**config.mk**
```make
export PLATFORM = sky130hd
export DESIGN_NAME = procyon_retire_trace_flat
export DESIGN_NICKNAME = d
export VERILOG_FILES = /design/src/rtl/procyon_trace_pkg.sv /design/src/rtl/procyon_retire_trace_if.sv /design/src/rtl/procyon_trace_fifo.sv /design/src/rtl/procyon_retire_trace.sv /design/src/flat_wrapper.sv
export SDC_FILE = /design/constraint.sdc
export NUM_CORES = 1
export LEC_CHECK = 0
export CAP_MARGIN = 10
export CORE_MARGIN = 2
export CORE_UTILIZATION = 50
export DETAILED_ROUTE_END_ITERATION = 12
export PLACE_DENSITY = 0.73
export SLEW_MARGIN = 20
export SYNTH_ARGS = -nofsm -noshare
export SYNTH_HDL_FRONTEND = slang
export SYNTH_SLANG_ARGS = --single-unit
```
**constraint.sdc**
```tcl
create_clock -name clk -period 14.6 [get_ports clk]
set_input_delay 2.92 -clock clk [delete_from_list [all_inputs] [get_ports clk]]
set_output_delay 2.92 -clock clk [all_outputs]
set_load 0.01 [all_outputs]
```
**src/rtl/procyon_trace_pkg.sv**
```systemverilog
// Shared types and defaults for the retire-trace capture slice.
// The entry layout, display states and default sizing live here.
package procyon_trace_pkg;

  localparam int TRACE_DATA_WIDTH  = 32;
  localparam int TRACE_IDX_WIDTH   = 5;
  localparam int TRACE_DEPTH       = 16;
  localparam int TRACE_HALT_MARGIN = 2;

  typedef struct packed {
    logic [TRACE_IDX_WIDTH-1:0]  rdest;
    logic [TRACE_DATA_WIDTH-1:0] data;
  } trace_entry_t;

  typedef enum logic {
    DISP_NONE = 1'b0,
    DISP_SHOW = 1'b1
  } disp_state_t;

  function automatic int trace_cnt_width(input int depth);
    return $clog2(depth) + 1;
  endfunction

endpackage

```
**src/rtl/procyon_retire_trace_if.sv**
```systemverilog
// Retire/step/clear inputs and display/status outputs of the trace stage.
// The master side drives the retire port and keys; the slave side is the trace stage.
interface procyon_retire_trace_if #(
  parameter int DATA_W = 32,
  parameter int IDX_W  = 5,
  parameter int CNT_W  = 5
);
  logic              i_retire_en;
  logic [IDX_W-1:0]  i_retire_rdest;
  logic [DATA_W-1:0] i_retire_data;
  logic              i_step;
  logic              i_clear;
  logic              o_disp_valid;
  logic [IDX_W-1:0]  o_disp_rdest;
  logic [DATA_W-1:0] o_disp_data;
  logic [CNT_W-1:0]  o_count;
  logic              o_halt;
  logic              o_overflow;

  modport master (
    output i_retire_en, i_retire_rdest, i_retire_data, i_step, i_clear,
    input  o_disp_valid, o_disp_rdest, o_disp_data, o_count, o_halt, o_overflow
  );

  modport slave (
    input  i_retire_en, i_retire_rdest, i_retire_data, i_step, i_clear,
    output o_disp_valid, o_disp_rdest, o_disp_data, o_count, o_halt, o_overflow
  );
endinterface

```
**src/rtl/procyon_trace_fifo.sv**
```systemverilog
// Synchronous FIFO, no bypass: a pushed entry is poppable the cycle after; flush beats push/pop.
// Push refused only when full without a same-cycle pop; pop refused when empty.
module procyon_trace_fifo #(
  parameter int WIDTH = 37,
  parameter int DEPTH = 16
) (
  input  logic                       clk,
  input  logic                       rst,
  input  logic                       flush,
  input  logic                       push,
  input  logic [WIDTH-1:0]           push_dat,
  input  logic                       pop,
  output logic [WIDTH-1:0]           head_dat,
  output logic [$clog2(DEPTH):0]     count,
  output logic [$clog2(DEPTH):0]     count_nxt,
  output logic                       full,
  output logic                       empty,
  output logic                       push_acc,
  output logic                       pop_acc
);
  localparam int PTR_W = $clog2(DEPTH);
  localparam int CNT_W = PTR_W + 1;

  logic [WIDTH-1:0] mem [DEPTH];
  logic [PTR_W-1:0] wr_ptr_q;
  logic [PTR_W-1:0] rd_ptr_q;
  logic [CNT_W-1:0] count_q;

  assign full     = (count_q == CNT_W'(DEPTH));
  assign empty    = (count_q == '0);
  assign count    = count_q;
  assign head_dat = mem[rd_ptr_q];

  // A pop frees the slot in the same edge, so a full FIFO still accepts a push alongside it.
  assign pop_acc  = pop && !empty && !flush;
  assign push_acc = push && (!full || pop_acc) && !flush;

  always_comb begin
    count_nxt = count_q;
    if (flush) begin
      count_nxt = '0;
    end else if (push_acc && !pop_acc) begin
      count_nxt = count_q + CNT_W'(1);
    end else if (pop_acc && !push_acc) begin
      count_nxt = count_q - CNT_W'(1);
    end
  end

  always_ff @(posedge clk) begin
    if (rst || flush) begin
      wr_ptr_q <= '0;
      rd_ptr_q <= '0;
      count_q  <= '0;
    end else begin
      count_q <= count_nxt;
      if (push_acc) wr_ptr_q <= wr_ptr_q + PTR_W'(1);
      if (pop_acc)  rd_ptr_q <= rd_ptr_q + PTR_W'(1);
    end
  end

  always_ff @(posedge clk) begin
    if (push_acc) mem[wr_ptr_q] <= push_dat;
  end

endmodule

```
**src/rtl/procyon_retire_trace.sv**
```systemverilog
// Retire-trace capture: FIFO of retired writes, step pops one into a held display (1 cycle).
// Registered halt request near full; retires into a full FIFO without a pop set a sticky overflow.
module procyon_retire_trace
  import procyon_trace_pkg::*;
#(
  parameter int OPTN_DATA_WIDTH       = TRACE_DATA_WIDTH,
  parameter int OPTN_REGMAP_IDX_WIDTH = TRACE_IDX_WIDTH,
  parameter int OPTN_TRACE_DEPTH      = TRACE_DEPTH,
  parameter int OPTN_HALT_MARGIN      = TRACE_HALT_MARGIN
) (
  input logic                   clk,
  input logic                   rst,
  procyon_retire_trace_if.slave trace
);
  localparam int ENTRY_W = OPTN_REGMAP_IDX_WIDTH + OPTN_DATA_WIDTH;
  localparam int CNT_W   = $clog2(OPTN_TRACE_DEPTH) + 1;
  localparam logic [CNT_W-1:0] HALT_THRESH = CNT_W'(OPTN_TRACE_DEPTH - OPTN_HALT_MARGIN);

  logic [ENTRY_W-1:0]               head_dat;
  logic [CNT_W-1:0]                 count;
  logic [CNT_W-1:0]                 count_nxt;
  logic                             full;
  logic                             empty;
  logic                             push_acc;
  logic                             pop_acc;
  disp_state_t                      state_q;
  disp_state_t                      state_d;
  logic [OPTN_REGMAP_IDX_WIDTH-1:0] disp_rdest_q;
  logic [OPTN_DATA_WIDTH-1:0]       disp_data_q;
  logic                             overflow_q;
  logic                             halt_q;

  procyon_trace_fifo #(
    .WIDTH (ENTRY_W),
    .DEPTH (OPTN_TRACE_DEPTH)
  ) u_fifo (
    .clk       (clk),
    .rst       (rst),
    .flush     (trace.i_clear),
    .push      (trace.i_retire_en),
    .push_dat  ({trace.i_retire_rdest, trace.i_retire_data}),
    .pop       (trace.i_step),
    .head_dat  (head_dat),
    .count     (count),
    .count_nxt (count_nxt),
    .full      (full),
    .empty     (empty),
    .push_acc  (push_acc),
    .pop_acc   (pop_acc)
  );

  always_comb begin
    state_d = state_q;
    if (trace.i_clear) begin
      state_d = DISP_NONE;
    end else if (pop_acc) begin
      state_d = DISP_SHOW;
    end
  end

  always_ff @(posedge clk) begin
    if (rst) state_q <= DISP_NONE;
    else     state_q <= state_d;
  end

  // Display holds its last popped entry across steps on an empty FIFO.
  always_ff @(posedge clk) begin
    if (rst || trace.i_clear) begin
      disp_rdest_q <= '0;
      disp_data_q  <= '0;
    end else if (pop_acc) begin
      {disp_rdest_q, disp_data_q} <= head_dat;
    end
  end

  always_ff @(posedge clk) begin
    if (rst || trace.i_clear) begin
      overflow_q <= 1'b0;
    end else if (trace.i_retire_en && !push_acc) begin
      overflow_q <= 1'b1;
    end
  end

  // Halt tracks the post-edge occupancy so it rises the cycle after the threshold push.
  always_ff @(posedge clk) begin
    if (rst) halt_q <= 1'b0;
    else     halt_q <= (count_nxt >= HALT_THRESH);
  end

  assign trace.o_disp_valid = (state_q == DISP_SHOW);
  assign trace.o_disp_rdest = disp_rdest_q;
  assign trace.o_disp_data  = disp_data_q;
  assign trace.o_count      = count;
  assign trace.o_halt       = halt_q;
  assign trace.o_overflow   = overflow_q;

endmodule
```
**src/flat_wrapper.sv**
```systemverilog
// flat-port wrapper written by rule: the top's interface ports become plain ports
module procyon_retire_trace_flat import procyon_trace_pkg::*;
#(
  parameter int OPTN_DATA_WIDTH       = TRACE_DATA_WIDTH,
  parameter int OPTN_REGMAP_IDX_WIDTH = TRACE_IDX_WIDTH,
  parameter int OPTN_TRACE_DEPTH      = TRACE_DEPTH,
  parameter int OPTN_HALT_MARGIN      = TRACE_HALT_MARGIN
)
  (clk, rst, trace_i_retire_en, trace_i_retire_rdest, trace_i_retire_data, trace_i_step, trace_i_clear, trace_o_disp_valid, trace_o_disp_rdest, trace_o_disp_data, trace_o_count, trace_o_halt, trace_o_overflow);
  procyon_retire_trace_if trace_i ();
  input logic clk;
  input logic rst;
  input wire logic [$bits(trace_i.i_retire_en)-1:0] trace_i_retire_en;
  input wire logic [$bits(trace_i.i_retire_rdest)-1:0] trace_i_retire_rdest;
  input wire logic [$bits(trace_i.i_retire_data)-1:0] trace_i_retire_data;
  input wire logic [$bits(trace_i.i_step)-1:0] trace_i_step;
  input wire logic [$bits(trace_i.i_clear)-1:0] trace_i_clear;
  output wire logic [$bits(trace_i.o_disp_valid)-1:0] trace_o_disp_valid;
  output wire logic [$bits(trace_i.o_disp_rdest)-1:0] trace_o_disp_rdest;
  output wire logic [$bits(trace_i.o_disp_data)-1:0] trace_o_disp_data;
  output wire logic [$bits(trace_i.o_count)-1:0] trace_o_count;
  output wire logic [$bits(trace_i.o_halt)-1:0] trace_o_halt;
  output wire logic [$bits(trace_i.o_overflow)-1:0] trace_o_overflow;
  assign trace_i.i_retire_en = trace_i_retire_en;
  assign trace_i.i_retire_rdest = trace_i_retire_rdest;
  assign trace_i.i_retire_data = trace_i_retire_data;
  assign trace_i.i_step = trace_i_step;
  assign trace_i.i_clear = trace_i_clear;
  assign trace_o_disp_valid = trace_i.o_disp_valid;
  assign trace_o_disp_rdest = trace_i.o_disp_rdest;
  assign trace_o_disp_data = trace_i.o_disp_data;
  assign trace_o_count = trace_i.o_count;
  assign trace_o_halt = trace_i.o_halt;
  assign trace_o_overflow = trace_i.o_overflow;
  procyon_retire_trace #(.OPTN_DATA_WIDTH(OPTN_DATA_WIDTH), .OPTN_REGMAP_IDX_WIDTH(OPTN_REGMAP_IDX_WIDTH), .OPTN_TRACE_DEPTH(OPTN_TRACE_DEPTH), .OPTN_HALT_MARGIN(OPTN_HALT_MARGIN)) u_core (.clk(clk), .rst(rst), .trace(trace_i));
endmodule
```
* After elaboration in Yosys (flattened, before gate mapping)
Memory sizes are Yosys's and may differ from the RTL's. A register that Yosys moved wholly into a read port is not among the register bits.
Index checks and enable logic that the tools add are counted.
** Storage, ports and cells
- Bits of input ports :: 42
- Flip-flop bits (word level) :: 16
- Logic and storage cells :: 34
- Output and inout port bits :: 45
- RAM bits :: 592
- Memories :: 1
** Memory list
- u_core.u_fifo.mem :: depth 16, width 37, read ports 1, clocked after memory_dff 1, write ports 1, line procyon_trace_fifo.sv:24 : logic [WIDTH-1:0] mem [DEPTH];
** Operators by class
- Magnitude comparators :: 1
- Equal/unequal tests :: 1
- Muxes and demuxes :: 5
- Reductions and logical operators :: 16
- $add $sub $neg :: 4
** Operators by type and width (number)
- 2-to-1 mux 5 bit :: 3
- adder 4 x 1 -> 4 bit (second input constant) :: 2
- logical AND 1 bit :: 7
- adder 5 x 1 -> 5 bit (second input constant) :: 1
- equality test 5 bit (second input constant) :: 1
- >= comparator 5 x 4 -> 1 bit (second input constant) :: 1
- logical NOT 1 bit :: 5
- logical NOT 5 bit :: 1
- subtractor 5 x 1 -> 5 bit (second input constant) :: 1
- logical OR 1 bit :: 2
- 2-to-1 mux 1 bit :: 2
- OR reduction 2 bit :: 1

* Logic depth before layout (Yosys ltp)
Gate-level depths: netlist (run 1).
- Depth after elaboration :: 13
- Gate-level depth with buffers :: 8
- Depth with buffers taken out :: 8

* By module
Synthesis (run 1) repeated with hierarchy kept, for this count alone.
** Second synthesis, totals
- Cell total of the unflattened synthesis :: 1175
- Area, all modules :: 24669.9 um2
** By module, submodules not included
- procyon_trace_fifo :: seq. area each 18117.4 um2, times used 1, area each 23247.3 um2, cells each 1045
- procyon_retire_trace :: seq. area each 800.8 um2, times used 1, area each 1422.6 um2, cells each 130

* Least setup slack after synthesis (run 1)
OpenSTA, ideal clock, no wires.
- Path type :: input-to-reg
- From :: input port trace_i_retire_en
- To :: memory u_core.u_fifo.mem[3][0], enable pin
- Path buffers :: 1
- Library setup time :: 477 ps
- Required time :: 14123 ps
- Path slack :: 7549 ps
- Cell stages on the path :: 5
- Arrival :: 6574 ps
- Cells stage by stage :: clkbuf_1 -> inv_1 -> nor3_1 -> nand2_1 -> nor3_1
** Between the ends
- Word-level cells in the longest chain between the ends :: 4
** Ends and longest elaborated chain
- start, declared :: line flat_wrapper.sv:13 : input wire logic [$bits(trace_i.i_retire_en)-1:0] trace_i_retire_en;
- logical AND 1 bit (2 in series) :: line procyon_trace_fifo.sv:36 : assign push_acc = push && (!full || pop_acc) && !flush;
- 2-to-1 mux 1 bit :: line procyon_trace_fifo.sv:62 : if (push_acc) mem[wr_ptr_q] <= push_dat;
- 2-to-1 mux 1 bit (not written as such) :: line procyon_trace_fifo.sv:62
- end, declared :: line procyon_trace_fifo.sv:24
No other way between the ends.

* Final worst setup path (run 1)
- From :: input port trace_i_retire_en
- To :: memory u_core.u_fifo.mem[14][27], enable pin
The elaborated chain is that of the path after synthesis.

==> results.sh, run 1 <==
export IMPL_rr_worst_depth=8
export IMPL_outcome="finished clean"
export IMPL_vias=11363
export IMPL_crit_fanout=25
export IMPL_max_slew_margin=0.323
export IMPL_port_buffers=86
export IMPL_dieHeight_um=225
export IMPL_grt_pass1_vias=11840
export IMPL_worst_hold_path_type="reg2reg"
export IMPL_syn2layout_area_growth_pct=15.4
export IMPL_avgSynthCellArea_um2=21.9
export IMPL_crit_arrival_ns=6.03
export IMPL_synth_distinct_cells=42
export IMPL_r2r_slack_ns=10.94
export IMPL_grt_max_degree=115
export IMPL_vias_per_cell=5.98
export IMPL_maxCapViolations=0
export IMPL_drc=0
export IMPL_grt_use_total=0.208
export IMPL_synth_warnings=0
export IMPL_dp_hpwl_um=28300
export IMPL_required_ns=14.86
export IMPL_slew_viol_final=0
export IMPL_vdd_drop_max_v=0.0000884
export IMPL_cts_hold_buffers_added=0
export IMPL_die_x_um=225
export IMPL_hold_viol_final=0
export IMPL_htreeDepth=2
export IMPL_regToRegStartpoint="u_core.u_fifo.count[1]"
export IMPL_postCtsResizedCells=0
export IMPL_critical_path_class="in2reg"
export IMPL_crit_end="u_core.u_fifo.mem[14][27]"
export IMPL_clock_sinks=645
export IMPL_syn_area_um2=24400
export IMPL_synth_edf_count=592
export IMPL_yosysSeqAreaShare=0.771
export IMPL_setup_violations=0
export IMPL_cts_tree="built"
export IMPL_initial_utilization=0.502
export IMPL_routedWlPerCell_um=26.6
export IMPL_fill_cells=3439
export IMPL_synthArstFlopShare=0
export IMPL_final_common_cell="edfxtp_1"
export IMPL_final_cell_mix="edfxtp_1, mux4_2, clkdlybuf4s50_1"
export IMPL_dp_cells=1787
export IMPL_antenna_found_initial=0
export IMPL_power_density_nw_per_um2=131
export IMPL_cts_root_buf="clkbuf_16"
export IMPL_cp_end_kind="register"
export IMPL_fin_setup_tns_ns=0
export IMPL_grt_first_pass_wirelength_um=76700
export IMPL_rsz0062_at_grt="no"
export IMPL_drive_gt1_frac=0.254
export IMPL_post_route_min_period_ns=5.77
export IMPL_wirelength_um=50600
export IMPL_hold_ws_ns=0.439
export IMPL_startpoint="trace_i_retire_en"
export IMPL_grt_overflow=0
export IMPL_synth_seq_cells=645
export IMPL_tightest_slew_ns=1.01
export IMPL_clockBufferDepth=3
export IMPL_p_leak_nw=8.70
export IMPL_synth_flop_cell="edfxtp_1"
export IMPL_cts_setup_buffers=0
export IMPL_dieArea_um2=50700
export IMPL_fmax_ghz=0.173
export IMPL_post_route_period_util=0.395
export IMPL_clk_pin_slew_worst_paths_ns=0.06
export IMPL_cts_made_buffers=61
export IMPL_syn_nets=1166
export IMPL_worst_clock_skew_ns=0.0215
export IMPL_n_antenna_cell=0
export IMPL_antenna_left=0
export IMPL_start_kind="input pin"
export IMPL_drtIter0Drc=1167
export IMPL_clk_latency_ns=0.62
export IMPL_r2r_end="u_core.u_fifo.mem[14][27]"
export IMPL_rows=81
export IMPL_core_um2=48600
export IMPL_first_pass_iters=5
export IMPL_postSynthCellCount=1116
export IMPL_gp_congestion=0.766
export IMPL_ios=87
export IMPL_nNetsFinal=1278
export IMPL_instances_no_fill=1901
cell type report:
cell class | count | area, µm² | area share
Clock buffer | 76 | 1630 | 0.0576
Clock inverter | 38 | 362 | 0.0128
Inverter | 6 | 22.5 | 0.000798
Multi-Input combinational cell | 404 | 5460 | 0.193
Sequential cell | 645 | 18900 | 0.668
Tap cell | 622 | 778 | 0.0276
Timing Repair Buffer | 110 | 1120 | 0.0396
worst min-delay path by stage:
stage | startpoint | endpoint | slack [ns] | cells past startpoint
global placement | u_core.trace.o_disp_data[18] | u_core.trace.o_disp_data[18] | 0.43 | 2
finish | u_core.trace.o_disp_data[20] | u_core.trace.o_disp_data[20] | 0.44 | 2
global route | u_core.trace.o_disp_data[31] | u_core.trace.o_disp_data[31] | 0.46 | 2
floorplan | u_core.trace.o_disp_data[0] | u_core.trace.o_disp_data[0] | 0.47 | 2
CTS | u_core.trace.o_disp_data[20] | u_core.trace.o_disp_data[20] | 0.44 | 2
detailed placement | u_core.trace.o_disp_data[20] | u_core.trace.o_disp_data[20] | 0.43 | 2
stage by stage:
stage	util	cell area [µm²]	setup slack (ns)	power (W)
final	0.580	28200	8.83	0.00369
after global routing	0.580	28200	8.62	0.00379
after CTS	0.580	28200	8.79	0.00372
after detailed placement	0.539	26200	8.15	0.00216
after global placement	0.537	26100	8.09	0.00216
after floorplan	-	24400	7.55	0.00211
kinds of logic (layout without fill, tap and decap cells):
family | count (synthesis) | after routing | share of synthesized area
buffers and inverters | 67 | 230 | 0.0115
adder cells (fa/ha/maj) | 8 | 8 | 0.00409
multiplexers | 188 | 188 | 0.172
flip-flops | 645 | 645 | 0.771
XOR/XNOR | 8 | 8 | 0.00287
AND/OR/NAND/NOR | 182 | 182 | 0.0331
AO/OA/AOI/OAI | 18 | 18 | 0.00614
critical path, stage by stage:
cell and delay (ns):
clkdlybuf4s50_1 0.68, inv_1 0.19, nor3_1 0.77, nand2_1 0.41, nor2_4 0.54, buf_4 0.48
Yosys cell counts, types with 6 or more instances:
| master | count | area, µm² |
|---|---|---|
| nor2_1 | 34 | 128 |
| nand3_1 | 40 | 200 |
| dfxtp_1 | 53 | 1060 |
| buf_1 | 6 | 22.5 |
| edfxtp_1 | 592 | 17800 |
| nand2_1 | 85 | 319 |
| mux4_2 | 185 | 4170 |
| nor3_1 | 6 | 30.0 |
| buf_2 | 17 | 85.1 |
| inv_1 | 6 | 22.5 |
| ha_1 | 8 | 100 |
| clkbuf_1 | 37 | 139 |
power by group:
part	switching [W]	internal, W
sequential	0.00000467	0.00202
combinational	0.0000584	0.0000376
clock	0.000654	0.000909
total	0.000717	0.00297
registers in the layout (all words and copies together), names as in the netlist:
signal                     cells
u_core.u_fifo.wr_ptr_q         4
u_core.u_fifo.rd_ptr_q         4
u_core.u_fifo.mem            592
u_core.u_fifo.count            5
u_core.trace.o_halt            1
u_core.trace.o_overflow        1
u_core.trace.o_disp_rdest      5
u_core.trace.o_disp_valid      1
u_core.trace.o_disp_data      32
per-layer routing:
metal	part of all wire	track usage	up-vias
li1	-	-	4840
met2	0.51	0.346	390
met3	0.052	0.0325	80
met4	0.025	0.0679	0
met1	0.41	0.284	6053
met5	0	0	-
Note: power is estimated with default switching activity, not from simulation.
==> run 2, diff against run 1 <==
--- a/config.mk
+++ b/config.mk
@@ -9,7 +9,7 @@
 export CORE_MARGIN = 2
 export CORE_UTILIZATION = 50
 export DETAILED_ROUTE_END_ITERATION = 12
-export PLACE_DENSITY = 0.73
+export PLACE_DENSITY = 0.76
 export SLEW_MARGIN = 20
 export SYNTH_ARGS = -nofsm -noshare
 export SYNTH_HDL_FRONTEND = slang
==> constraint.sdc (replaced) <==
create_clock -name clk -period 4.65 [get_ports clk]
set_input_delay 0.93 -clock clk [delete_from_list [all_inputs] [get_ports clk]]
set_output_delay 0.93 -clock clk [all_outputs]
set_load 0.01 [all_outputs]
==> run 2 against run 1 <==
Net effect:
- critical path depth unchanged
- cell count up 0.58%
- utilization up 0.31 points
- final area up 0.54%
- hold slack worse by 0.00066 ns
- critical endpoint is now u_core.u_fifo.mem[7][2]
- highest routed layer is now met5
==> results.sh, run 2 (synthesis gave the netlist of run 1 again) <==
export IMPL_outcome="finished clean"
export IMPL_dieArea_um2=50700
export IMPL_dp_cells=1797
export IMPL_n_antenna_cell=0
export IMPL_fmax_ghz=0.282
export IMPL_cts_hold_buffers_added=0
export IMPL_dieHeight_um=225
export IMPL_slowest_stage="nor3_1"
export IMPL_vias=11543
export IMPL_required_ns=4.95
export IMPL_gp_congestion=0.757
export IMPL_vdd_drop_max_v=0.000312
export IMPL_clockBufferDepth=3
export IMPL_core_um2=48600
export IMPL_crit_fanout=23
export IMPL_grt_overflow=0
export IMPL_worstPathCellList="clkdlybuf4s50_1, inv_1, nor3_1, nand2_1, nor2_4, buf_12"
export IMPL_dp_hpwl_um=28200
export IMPL_routedWlPerCell_um=26.7
export IMPL_final_cell_mix="edfxtp_1, mux4_2, clkdlybuf4s50_1"
export IMPL_hold_viol_final=0
export IMPL_rsz0062_at_grt="no"
export IMPL_grt_first_pass_wirelength_um=75900
export IMPL_wirelength_um=51100
export IMPL_max_slew_margin=0.340
export IMPL_drtIter0Drc=1201
export IMPL_setup_violations=0
export IMPL_grt_max_degree=72
export IMPL_place_ws_ns=0.383
export IMPL_vias_per_cell=6.04
export IMPL_maxCapViolations=0
export IMPL_post_route_min_period_ns=3.55
export IMPL_cts_made_buffers=61
export IMPL_rows=81
export IMPL_die_x_um=225
export IMPL_clk_pin_slew_worst_paths_ns=0.06
export IMPL_cp_end_kind="register"
export IMPL_crit_arrival_ns=3.85
export IMPL_largest_reg_flops=592
export IMPL_first_pass_iters=5
export IMPL_nNetsFinal=1288
export IMPL_postCtsResizedCells=0
export IMPL_tightest_slew_ns=0.990
export IMPL_grt_pass1_vias=11888
export IMPL_p_leak_nw=8.73
export IMPL_htreeDepth=2
export IMPL_start_kind="input pin"
export IMPL_worst_clock_skew_ns=0.0288
export IMPL_clock_sinks=645
export IMPL_antenna_left=0
export IMPL_top_register="u_core.u_fifo.mem"
export IMPL_post_route_period_util=0.763
export IMPL_clk_latency_ns=0.63
export IMPL_final_common_cell="edfxtp_1"
export IMPL_power_density_nw_per_um2=405
export IMPL_setup_ws_ns=1.10
export IMPL_slowest_delay_ns=0.69
export IMPL_fin_setup_tns_ns=0
export IMPL_syn2layout_area_growth_pct=16.1
export IMPL_drc=0
export IMPL_instances_no_fill=1912
export IMPL_worst_hold_path_type="reg2reg"
export IMPL_drive_gt1_frac=0.263
export IMPL_ios=87
export IMPL_grt_use_total=0.206
export IMPL_slew_viol_final=0
export IMPL_finalPower_w=0.0115
export IMPL_r2r_slack_ns=1.28
export IMPL_antenna_found_initial=1
export IMPL_critical_path_class="in2reg"
export IMPL_cts_tree="built"
export IMPL_cts_setup_buffers=0
export IMPL_initial_utilization=0.502
export IMPL_port_buffers=86
export IMPL_cts_root_buf="clkbuf_16"
run 2: stage by stage:
stage	util	instance area [µm²]	hold WS, ns
6_report	0.583	28400	0.438
5_1_grt	0.583	28400	0.454
4_1_cts	0.583	28400	0.443
3_5_place_dp	0.543	26400	0.432
3_3_place_gp	0.543	26400	0.431
2_1_floorplan	-	24500	0.467
run 2: where the power goes:
part / switching (W) / leakage (nW) / total, W / internal [W]
combinational: 0.000178 / 2.01 / 0.000298 / 0.000120
clock: 0.00209 / 0.953 / 0.00481 / 0.00272
sequential: 0.0000163 / 5.76 / 0.00637 / 0.00635
total: 0.00229 / 8.73 / 0.0115 / 0.00919
run 2: worst paths after layout:
| kind | startpoint | end | depth (start not counted) |
|---|---|---|---|
| worst min-delay path | u_core.trace.o_disp_data[30] | u_core.trace.o_disp_data[30] | 2 |
| worst max-delay path | trace_i_retire_en | u_core.u_fifo.mem[7][2] | 6 |
| worst max register to register | u_core.u_fifo.count[1] | u_core.u_fifo.mem[7][2] | 8 |
| worst min register to register | u_core.trace.o_disp_data[30] | u_core.trace.o_disp_data[30] | 2 |
run 2: cell type report:
type                    instances  area (µm²)
clock inverters                42         349
well taps                     622         778
multi-input cells             404        5480
repair buffers                120        1290
flip-flops and latches        645       18900
inverters                       6        22.5
fillers                      3390       20300
clock buffers                  73        1590
run 2: critical path, delay by kind of cell:
family,cells,cell delay [ns]
buf+inv,3,1.17
simple gates,3,1.74
run 2: layer usage:
| metal | track usage | part of all wire |
|---|---|---|
| met5 | 0 | 0.00023 |
| met4 | 0.0446 | 0.018 |
| met3 | 0.0381 | 0.063 |
| met2 | 0.345 | 0.51 |
| met1 | 0.285 | 0.41 |
==> run 3, diff against run 2 <==
==> constraint.sdc (replaced) <==
create_clock -name clk -period 3.06 [get_ports clk]
set_input_delay 0.612 -clock clk [delete_from_list [all_inputs] [get_ports clk]]
set_output_delay 0.612 -clock clk [all_outputs]
set_load 0.01 [all_outputs]
==> run 3 against run 2 <==
Net effect:
- clock skew barely moved
- non-clock buffer count increased by 15
- flip-flop and latch count unchanged
- critical path type is now reg2reg
- sequential power is 52% higher
- clock power increased by 58%
- total power rose by 55%
- die area unchanged
- final area is 1.2% higher
- clock-buffer cell count grew 18
- critical endpoint is now u_core.u_fifo.mem[2][30]
- combinational power is 61% higher
==> results.sh, run 3 (synthesis gave the netlist of run 1 again) <==
export IMPL_first_pass_iters=5
export IMPL_holdPathStages=2
export IMPL_die_x_um=225
export IMPL_postCtsResizedCells=0
export IMPL_antenna_left=0
export IMPL_vias_per_cell=6.05
export IMPL_top_register="u_core.u_fifo.mem"
export IMPL_post_route_min_period_ns=2.86
export IMPL_cp_num_buf_inv=2
export IMPL_nNetsFinal=1303
export IMPL_worst_hold_path_type="reg2reg"
export IMPL_htreeDepth=2
export IMPL_r2r_slack_ns=0.20
export IMPL_final_cell_mix="edfxtp_1, mux4_2, clkdlybuf4s50_1"
export IMPL_clock_sinks=645
export IMPL_wirelength_um=52500
export IMPL_syn2layout_area_growth_pct=17.4
export IMPL_worst_clock_skew_ns=0.0286
export IMPL_dp_hpwl_um=29200
export IMPL_vias=11671
export IMPL_rsz0062_at_grt="no"
export IMPL_clk_pin_slew_worst_paths_ns=0.06
export IMPL_rows=81
export IMPL_setup_ws_ns=0.197
export IMPL_rr_worst_depth=8
export IMPL_cts_tree="built"
export IMPL_drc=0
export IMPL_vdd_drop_max_v=0.000472
export IMPL_dieHeight_um=225
export IMPL_grt_max_degree=49
export IMPL_dieArea_um2=50700
export IMPL_drive_gt1_frac=0.272
export IMPL_final_common_cell="edfxtp_1"
export IMPL_drtIter0Drc=1087
export IMPL_cp_end_kind="register"
export IMPL_ios=87
export IMPL_cts_setup_buffers=0
export IMPL_place_ws_ns=-0.00833
export IMPL_crit_arrival_ns=3.12
export IMPL_slowest_stage="dfxtp_1"
export IMPL_start_kind="register"
export IMPL_grt_first_pass_wirelength_um=78800
export IMPL_clockBufferDepth=3
export IMPL_worstPathCellList="inv_1, ha_1, nand4bb_1, nor2_1, nor3_2, nand2_1, nor3_4, buf_4"
export IMPL_critical_path_class="reg2reg"
export IMPL_regToRegStartpoint="u_core.u_fifo.count[1]"
export IMPL_grt_use_total=0.214
export IMPL_initial_utilization=0.502
export IMPL_max_slew_margin=0.378
export IMPL_slowest_delay_ns=0.43
export IMPL_grt_overflow=0
export IMPL_p_leak_nw=8.88
export IMPL_grt_pass1_vias=12149
export IMPL_outcome="finished clean"
export IMPL_routedWlPerCell_um=27.3
export IMPL_gp_congestion=0.810
export IMPL_hold_viol_final=0
export IMPL_cts_root_buf="clkbuf_16"
export IMPL_port_buffers=86
export IMPL_crit_fanout=21
export IMPL_cpLargestDelayFamily="simple AND/OR/NAND/NOR gates"
export IMPL_fin_setup_tns_ns=0
export IMPL_cts_made_buffers=61
export IMPL_setup_violations=0
export IMPL_antenna_found_initial=1
export IMPL_maxCapViolations=0
export IMPL_slew_viol_final=0
export IMPL_tightest_slew_ns=0.934
export IMPL_post_route_period_util=0.935
export IMPL_fmax_ghz=0.349
export IMPL_hold_ws_ns=0.444
export IMPL_power_density_nw_per_um2=619
export IMPL_worstHoldStart="u_core.trace.o_disp_data[22]"
export IMPL_dp_cells=1812
export IMPL_worst_hold_path_endpoint="u_core.trace.o_disp_data[22]"
export IMPL_cts_hold_buffers_added=0
export IMPL_clk_latency_ns=0.63
export IMPL_n_antenna_cell=0
export IMPL_instances_no_fill=1928
export IMPL_required_ns=3.32
export IMPL_r2r_end="u_core.u_fifo.mem[2][30]"
export IMPL_largest_reg_flops=592
export IMPL_core_um2=48600
-- run 3: final cells by class --
cell class              count  area (µm²)
clock buffers              91        1730
clock inverters            25         324
fillers                  3358       19900
inverters                   6        22.5
multi-input cells         404        5490
flip-flops and latches    645       18900
well taps                 622         778
repair buffers            135        1520
-- run 3: worst max-delay path by stage --
| stage | start | end | slack [ns] | cells past startpoint |
|---|---|---|---|---|
| 2_1_floorplan | trace_i_retire_en | u_core.u_fifo.mem[15][0] | -0.01 | 5 |
| 3_5_place_dp | trace_i_retire_en | u_core.u_fifo.mem[2][5] | -0.008 | 6 |
| 5_1_grt | u_core.u_fifo.count[1] | u_core.u_fifo.mem[2][30] | 0.04 | 8 |
| 4_1_cts | u_core.u_fifo.count[1] | u_core.u_fifo.mem[2][1] | 0.19 | 8 |
| 3_3_place_gp | trace_i_retire_en | u_core.u_fifo.mem[2][6] | -0.01 | 6 |
| 6_report | u_core.u_fifo.count[1] | u_core.u_fifo.mem[2][30] | 0.20 | 8 |
-- run 3: power by group --
part           internal [W]  total, W  switching [W]  leakage, nW
Combinational      0.000194  0.000479       0.000285         2.12
Clock               0.00443   0.00762        0.00319         1.00
Sequential          0.00966   0.00967      0.0000184         5.76
-- run 3: worst reg2reg max path, stage by stage, from the launching register on --
cell and delay [ns]:
dfxtp_1 0.43, inv_1 0.15, ha_1 0.26, nand4bb_1 0.17, nor2_1 0.07, nor3_2 0.40, nand2_1 0.35, nor3_4 0.22
buf_4 0.43
-- run 3: stage by stage --
step | util | instance area (µm²) | total power [W]
2_1_floorplan | - | 24500 | 0.0101
3_3_place_gp | 0.548 | 26700 | 0.0103
3_5_place_dp | 0.548 | 26700 | 0.0103
4_1_cts | 0.590 | 28700 | 0.0179
5_1_grt | 0.590 | 28700 | 0.0182
6_report | 0.590 | 28700 | 0.0178
-- run 3: routing by layer --
layer  share of wire  vias to the layer above  global-route usage
met5         0.00021                        -                   0
met2            0.52                      510               0.370
met4           0.023                        2              0.0594
met3           0.062                       90              0.0331
met1            0.39                     6171               0.286
li1                -                     4898                   -
